## config.mk

```make
export PLATFORM = sky130hd
export DESIGN_NAME = instruction_fetch_unit
export DESIGN_NICKNAME = d
export VERILOG_FILES = /design/src/rtl/instruction_fetch_unit.sv
export SDC_FILE = /design/constraint.sdc
export NUM_CORES = 1
export LEC_CHECK = 0
export BUFFER_PORTS_ARGS = -buffer_cell sky130_fd_sc_hd__buf_2
export CORE_ASPECT_RATIO = 0.7
export CORE_UTILIZATION = 50
export CTS_CLUSTER_SIZE = 30
export DETAILED_ROUTE_END_ITERATION = 8
export PLACE_DENSITY = 0.86
export SYNTH_ARGS = -nofsm -noshare
export SYNTH_HDL_FRONTEND = slang
export SYNTH_SLANG_ARGS = --single-unit
```

## constraint.sdc

```tcl
create_clock -name clock -period 2.3 [get_ports clock]
set_clock_uncertainty 0.05 [all_clocks]
set_input_delay 0.115 -clock clock [delete_from_list [all_inputs] [get_ports clock]]
set_output_delay 0.115 -clock clock [all_outputs]
set_load 0.01 [all_outputs]
```

## src/rtl/instruction_fetch_unit.sv

```systemverilog
// Instruction fetch unit: owns the program counter, fetches one instruction
// word at a time over a request/ready handshake and holds it for the control
// unit. When the control unit consumes the word, the next fetch address is
// chosen in this order: watchdog interruption, then branch, then sequential.
module instruction_fetch_unit #(
   parameter int ADDRESS_WIDTH     = 32,
   parameter int INSTRUCTION_WIDTH = 16,
   parameter logic [ADDRESS_WIDTH-1:0] RESET_VECTOR     = '0,
   parameter logic [ADDRESS_WIDTH-1:0] INTERRUPT_VECTOR = {{(ADDRESS_WIDTH-1){1'b0}}, 1'b1}
) (
   input  logic                         clock,
   input  logic                         reset,
   input  logic                         enable,
   input  logic                         should_branch,
   input  logic [ADDRESS_WIDTH-1:0]     branch_target,
   input  logic                         interruption,
   input  logic                         mem_ready,
   input  logic [INSTRUCTION_WIDTH-1:0] mem_data,
   output logic                         mem_request,
   output logic [ADDRESS_WIDTH-1:0]     mem_address,
   output logic [INSTRUCTION_WIDTH-1:0] Instruction,
   output logic                         instruction_valid,
   output logic [ADDRESS_WIDTH-1:0]     pc,
   output logic [ADDRESS_WIDTH-1:0]     return_address
);

   typedef enum logic [1:0] {IDLE, FETCH, HOLD} state_t;

   state_t                     state;
   state_t                     next_state;
   logic [ADDRESS_WIDTH-1:0]   fetch_pc;
   logic                       irq_pending;
   logic                       capture;
   logic                       consume;
   logic                       take_irq;
   logic [ADDRESS_WIDTH-1:0]   seq_pc;
   logic [ADDRESS_WIDTH-1:0]   target_pc;
   logic [ADDRESS_WIDTH-1:0]   next_pc;

   // State register; reset wins over everything, abandoning any fetch in flight.
   // NOTE: sequential state is written with non-blocking assignments only, so
   // every always_ff sees the pre-edge value of every other register.
   always_ff @(posedge clock) begin
      if (!reset) begin
         state <= IDLE;
      end else begin
         state <= next_state;
      end
   end

   // Next-state logic: leave IDLE at once, wait for memory, wait for consume.
   // NOTE: every always_comb output gets a default first so no latch is inferred.
   always_comb begin
      next_state = state;
      unique case (state)
         IDLE:    next_state = FETCH;
         FETCH:   if (mem_ready) next_state = HOLD;
         HOLD:    if (enable)    next_state = FETCH;
         default: next_state = IDLE;
      endcase
   end

   // Output and next-address decode; memory strobes only matter in FETCH,
   // control-unit inputs only in HOLD.
   always_comb begin
      mem_request = (state == FETCH);
      capture     = (state == FETCH) && mem_ready;
      consume     = (state == HOLD) && enable;
      take_irq    = irq_pending || interruption;
      seq_pc      = pc + ADDRESS_WIDTH'(1);
      target_pc   = should_branch ? branch_target : seq_pc;
      next_pc     = take_irq ? INTERRUPT_VECTOR : target_pc;
   end

   assign mem_address = fetch_pc;

   // Datapath: latch fetched word, advance fetch address on consume, and track
   // a single pending interruption that is folded into the next consume.
   always_ff @(posedge clock) begin
      if (!reset) begin
         fetch_pc          <= RESET_VECTOR;
         irq_pending       <= 1'b0;
         Instruction       <= '0;
         instruction_valid <= 1'b0;
         pc                <= '0;
         return_address    <= '0;
      end else begin
         if (capture) begin
            Instruction       <= mem_data;
            pc                <= fetch_pc;
            instruction_valid <= 1'b1;
         end
         if (consume) begin
            fetch_pc          <= next_pc;
            instruction_valid <= 1'b0;
            if (take_irq) begin
               return_address <= target_pc;
               irq_pending    <= 1'b0;
            end
         end else if (interruption) begin
            irq_pending <= 1'b1;
         end
      end
   end

endmodule

```

; After elaboration in Yosys (flattened, before gate mapping)
; Index checks and enable logic that the tools add are counted.
[op_classes]
addsub = 1
eq_ne = 5
mux = 8
bitwise_logic = 1
reduce_logical = 9
[ops]
columns = op, n
row1 = 32-bit 2-to-1 mux, 2
row2 = "32-bit by 1-bit adder with 32-bit output, second input constant", 1
row3 = 2-bit case mux with 3 select lines, 1
row4 = 2-bit AND reduction, 3
row5 = 2-bit 2-to-1 mux, 2
row6 = "2-bit != test, second input constant", 2
row7 = 1-bit 2-to-1 mux, 3
row8 = "2-bit by 1-bit equality test with 1-bit output, second input constant", 1
row9 = "2-bit equality test, second input constant", 1
row10 = 1-bit logical AND, 2
row11 = 2-bit logical NOT, 1
row12 = "2-bit by 1-bit != test with 1-bit output, second input constant", 1
row13 = 2-bit nonzero test, 1
row14 = 2-bit OR reduction, 1
row15 = 1-bit logical OR, 1
row16 = 1-bit NOT, 1
[word_totals]
regBits = 116
input_bits = 54
out_inout_bits = 114
elab_cells = 31

; Logic depth before layout (Yosys ltp)
[depth]
word_depth = 4
depth_mapped = 7
mapped_depth_nobuf = 6

; Worst setup path before layout
; No wires, ideal clock.
[synth_timing]
path_kind = register to register
startpoint = reg pc[0]
endpoint = reg fetch_pc[22] (netlist: mem_address[22])
setup_ps = 88
t_arrival_ps = 1817
required_ps = 2162
setup_slack_ps = 346
stages_incl_launch_ff = 7
path_buffers = 0
period_less_slack_ps = 1954
cell_sequence = dfxtp_1 ha_1 nand4_2 nor4_4 and4_1 nor3_1 o31ai_1
[synth_via]
elab_chain_len = 3
[synth_lines]
columns = element, line
row1 = from (decl), 23  ; output logic [ADDRESS_WIDTH-1:0] pc,
row2 = from (signal assigned), 90  ; pc <= fetch_pc;
row3 = 32-bit by 1-bit adder with 32-bit output, 70  ; seq_pc = pc + ADDRESS_WIDTH'(1);
row4 = 32-bit 2-to-1 mux, 71  ; target_pc = should_branch ? branch_target : seq_pc;
row5 = 32-bit 2-to-1 mux, 72  ; next_pc = take_irq ? INTERRUPT_VECTOR : target_pc;
row6 = to (signal assigned), 94  ; fetch_pc <= next_pc;
row7 = to (decl), 31  ; logic [ADDRESS_WIDTH-1:0] fetch_pc;
; No other way between the ends.
; A chain may end at the register's enable or synchronous reset.

; Worst setup path in the final report
[layout_timing]
startpoint = reg pc[2]
endpoint = reg return_address[21]
[layout_via]
elab_chain_len = 2
[layout_lines]
columns = element, line
row1 = 32-bit by 1-bit adder with 32-bit output, 70
row2 = 32-bit 2-to-1 mux, 71
row3 = to (signal assigned), 97  ; return_address <= target_pc;
row4 = to (decl), 24  ; output logic [ADDRESS_WIDTH-1:0] return_address
; No other way between the ends.

==> flow_summary.json <==
{
  "setup_viol": 0,
  "root_buffer": "clkbuf_16",
  "max-slew-margin-rel_pct": 29.3,
  "synth-edff-count": 0,
  "crit_type": "reg2reg",
  "ir_drop_uv": 644,
  "place_area_um2": 5960,
  "r2r_setup_slack_ps": 180,
  "yosys_warnings": 0,
  "fin_area_um2": 6900,
  "die-height_um": 85.4,
  "vias": 5221,
  "tightest_slew_ps": 1060,
  "layout_min_cycle_time_ps": 2120,
  "gp_congestion": 0.854,
  "grt_setup_unrepaired": "no",
  "hold_viol": 0,
  "initial_core_util_pct": 51.2,
  "status": "complete, no violations",
  "nFillCells": 724,
  "hold_class": "in2reg",
  "crit_cells": 5,
  "numCtsBuffers": 17,
  "fin_crit_sh_pct": 92.2,
  "synth.most_common_cell": "nand2_1",
  "worstRegToRegCells": 5,
  "syn_inst": 571,
  "avgRoutedWirePerCell_um": 17.7,
  "regArea_um2": 2320,
  "drt-total-wl_mm": 16.1,
  "core_area_um2": 9680,
  "final_nets": 820,
  "num_rows": 30,
  "antenna_found_initial": 0,
  "path_buf_inv": 0,
  "clk_latency_ps": 400,
  "grtUsageTotal_pct": 31.1,
  "grt_overflow": 0,
  "min_path_cells": 4,
  "max_freq_mhz": 472,
  "fin_util_pct": 71.2,
  "synth_nets": 626,
  "startpoint_type": "flip-flop",
  "drc_errors": 0,
  "drive_above_1_share_pct": 28.6,
  "dp_hpwl_mm": 10.2,
  "tns_ps": 0,
  "cts_tree": "yes",
  "htreeDepth": 4,
  "crit_family": "simple AND/OR/NAND/NOR gates",
  "multi_input_area_um2": 2480,
  "ys.flop_type": "dfxtp_1",
  "syn_avg_cell_area_um2": 8.69,
  "ys_seq_area_share_pct": 46.8,
  "antenna_cells": 0,
  "leakagePower_uw": 0.00300,
  "path_clk_slew_ps": 50,
  "viasPerCell": 5.77,
  "cts_sinks": 116,
  "ant_nets": 0,
  "grt_max_degree": 49,
  "async_flop_share_pct": 0,
  "areaGrowthSynthToFinish_pct": 39.0,
  "cp_slowest_cell": "dfxtp_1",
  "ios": 168,
  "max_cap_violations": 0,
  "io_buffers": 167,
  "synthesis.area_um2": 4960,
  "endpoint_kind": "flip-flop",
  "cp_cell_sequence": "nand3_1 > nor3_2 > and4_1 > o21ai_1 > a32o_1",
  "crit_arrival_ps": 2360,
  "synth_top_cell_area_share_pct": 46.8,
  "worst-path-max-fanout": 8,
  "power_density_nw_per_um2": 738,
  "finalPower_uw": 5090,
  "synth_cell_types": 43,
  "synth_top_area_cell": "dfxtp_1",
  "yosys-top-cells-area": "dfxtp_1 (47%), nand2_1 (11%), a21boi_0 (7.7%)",
  "cts_buffer_depth": 2,
  "drv_slew": 0,
  "die_x_um": 121,
  "die-area_um2": 10300,
  "drtIter0Drc": 483,
  "grt_pass1_vias": 5018,
  "drtPass1Iterations": 5,
  "grt_pass1_wl_mm": 24.8,
  "critPathRequiredTime_ps": 2540,
  "synthTopCellsByCount": "nand2_1 (139), dfxtp_1 (116), a21boi_0 (51)",
  "synth.ff_latch_count": 116,
  "cp_slowest_stage_delay_ps": 530
}
-- logic make-up (layout without fill, tap and decap cells) --
family	after synthesis	in the layout	share of synthesized area (%)
AO/OA/AOI/OAI	158	158	22.6
XOR/XNOR	26	26	4.59
adder cells (fa/ha/maj)	1	1	0.252
buffers and inverters	45	251	3.58
flip-flops	116	116	46.8
multiplexers	9	9	1.82
AND/OR/NAND/NOR	216	216	20.3
-- layer usage --
| metal | vias up | track usage (%) | routed length [um] |
|---|---|---|---|
| met4 | 0 | 13.1 | 312 |
| met2 | 335 | 50.9 | 7470 |
| met3 | 40 | 8.13 | 1630 |
| met5 | - | 0 | 0 |
| met1 | 2438 | 39.0 | 6650 |
| li1 | 2408 | - | - |
-- power by group --
group	total, uW	internal [uW]	switching (uW)
combinational	335	144	191
clock	2700	1810	895
sequential	2060	2040	18.5
total	5090	3990	1100
-- cell type report --
| type | instances | share of cell area, % |
|---|---|---|
| repair buffers | 216 | 19.0 |
| well taps | 128 | 2.32 |
| clock buffers | 22 | 7.02 |
| inverters | 4 | 0.218 |
| flip-flops and latches | 116 | 33.7 |
| clock inverters | 9 | 1.83 |
| multi-input cells | 410 | 36.0 |
-- what timing repair did --
action / in CTS / in global routing
buffers inserted: 0 / 0
endpoints found under the hold margin: 46 / 0
endpoints found under the setup margin: 0 / 3
gates resized for setup: 0 / 2
hold buffers: 32 / 0
-- state kept, by name, indices dropped and copies added (netlist names) --
name,count
mem_address,32
return_address,32
pc,32
irq_pending,1
Instruction,16
state,2
instruction_valid,1
-- cell usage in the layout, fill, tap and decap left out, drive strengths merged, types with 2 or more instances in the layout --
master and n:
a32o 6, clkinv 5, mux2i 9, and4 5
xor2 17, buf 184, nand2 139, nor2b 6
and3 5, o21ai 44, bufinv 3, nor4 6
nand2b 6, nor2 10, nand3 16, nand4 8
and2 4, o21a 2, a22o 11, a21boi 51
nor3 7, o211ai 3, dfxtp 116, a31oi 4
dlygate4sd3 32, clkbuf 22, inv 4, o31ai 5
a32oi 23, xnor2 9, a21oi 5, o211a 2
-- worst min-delay path, delay by kind of cell --
| kind | cells | cell delay, ps |
|---|---|---|
| AOI/OAI and AO/OA | 2 | 220 |
| buffers and inverters | 1 | 80 |
| and+or+nand+nor | 1 | 40 |
-- through the flow --
step	hold WS, ps	instances	worst slack (ps)
global route	48.3	905	83.7
detailed placement	326	842	196
CTS	2.57	905	185
global placement	314	842	272
floorplan	210	571	346
finish	24.3	905	180
-- path summary, 6_finish.rpt --
path,startpoint,end
max,pc[2],return_address[21]
min,branch_target[12],return_address[12]
max reg2reg,pc[2],return_address[21]
min reg2reg,Instruction[0],Instruction[0]
(Power assumes the default switching activity.)
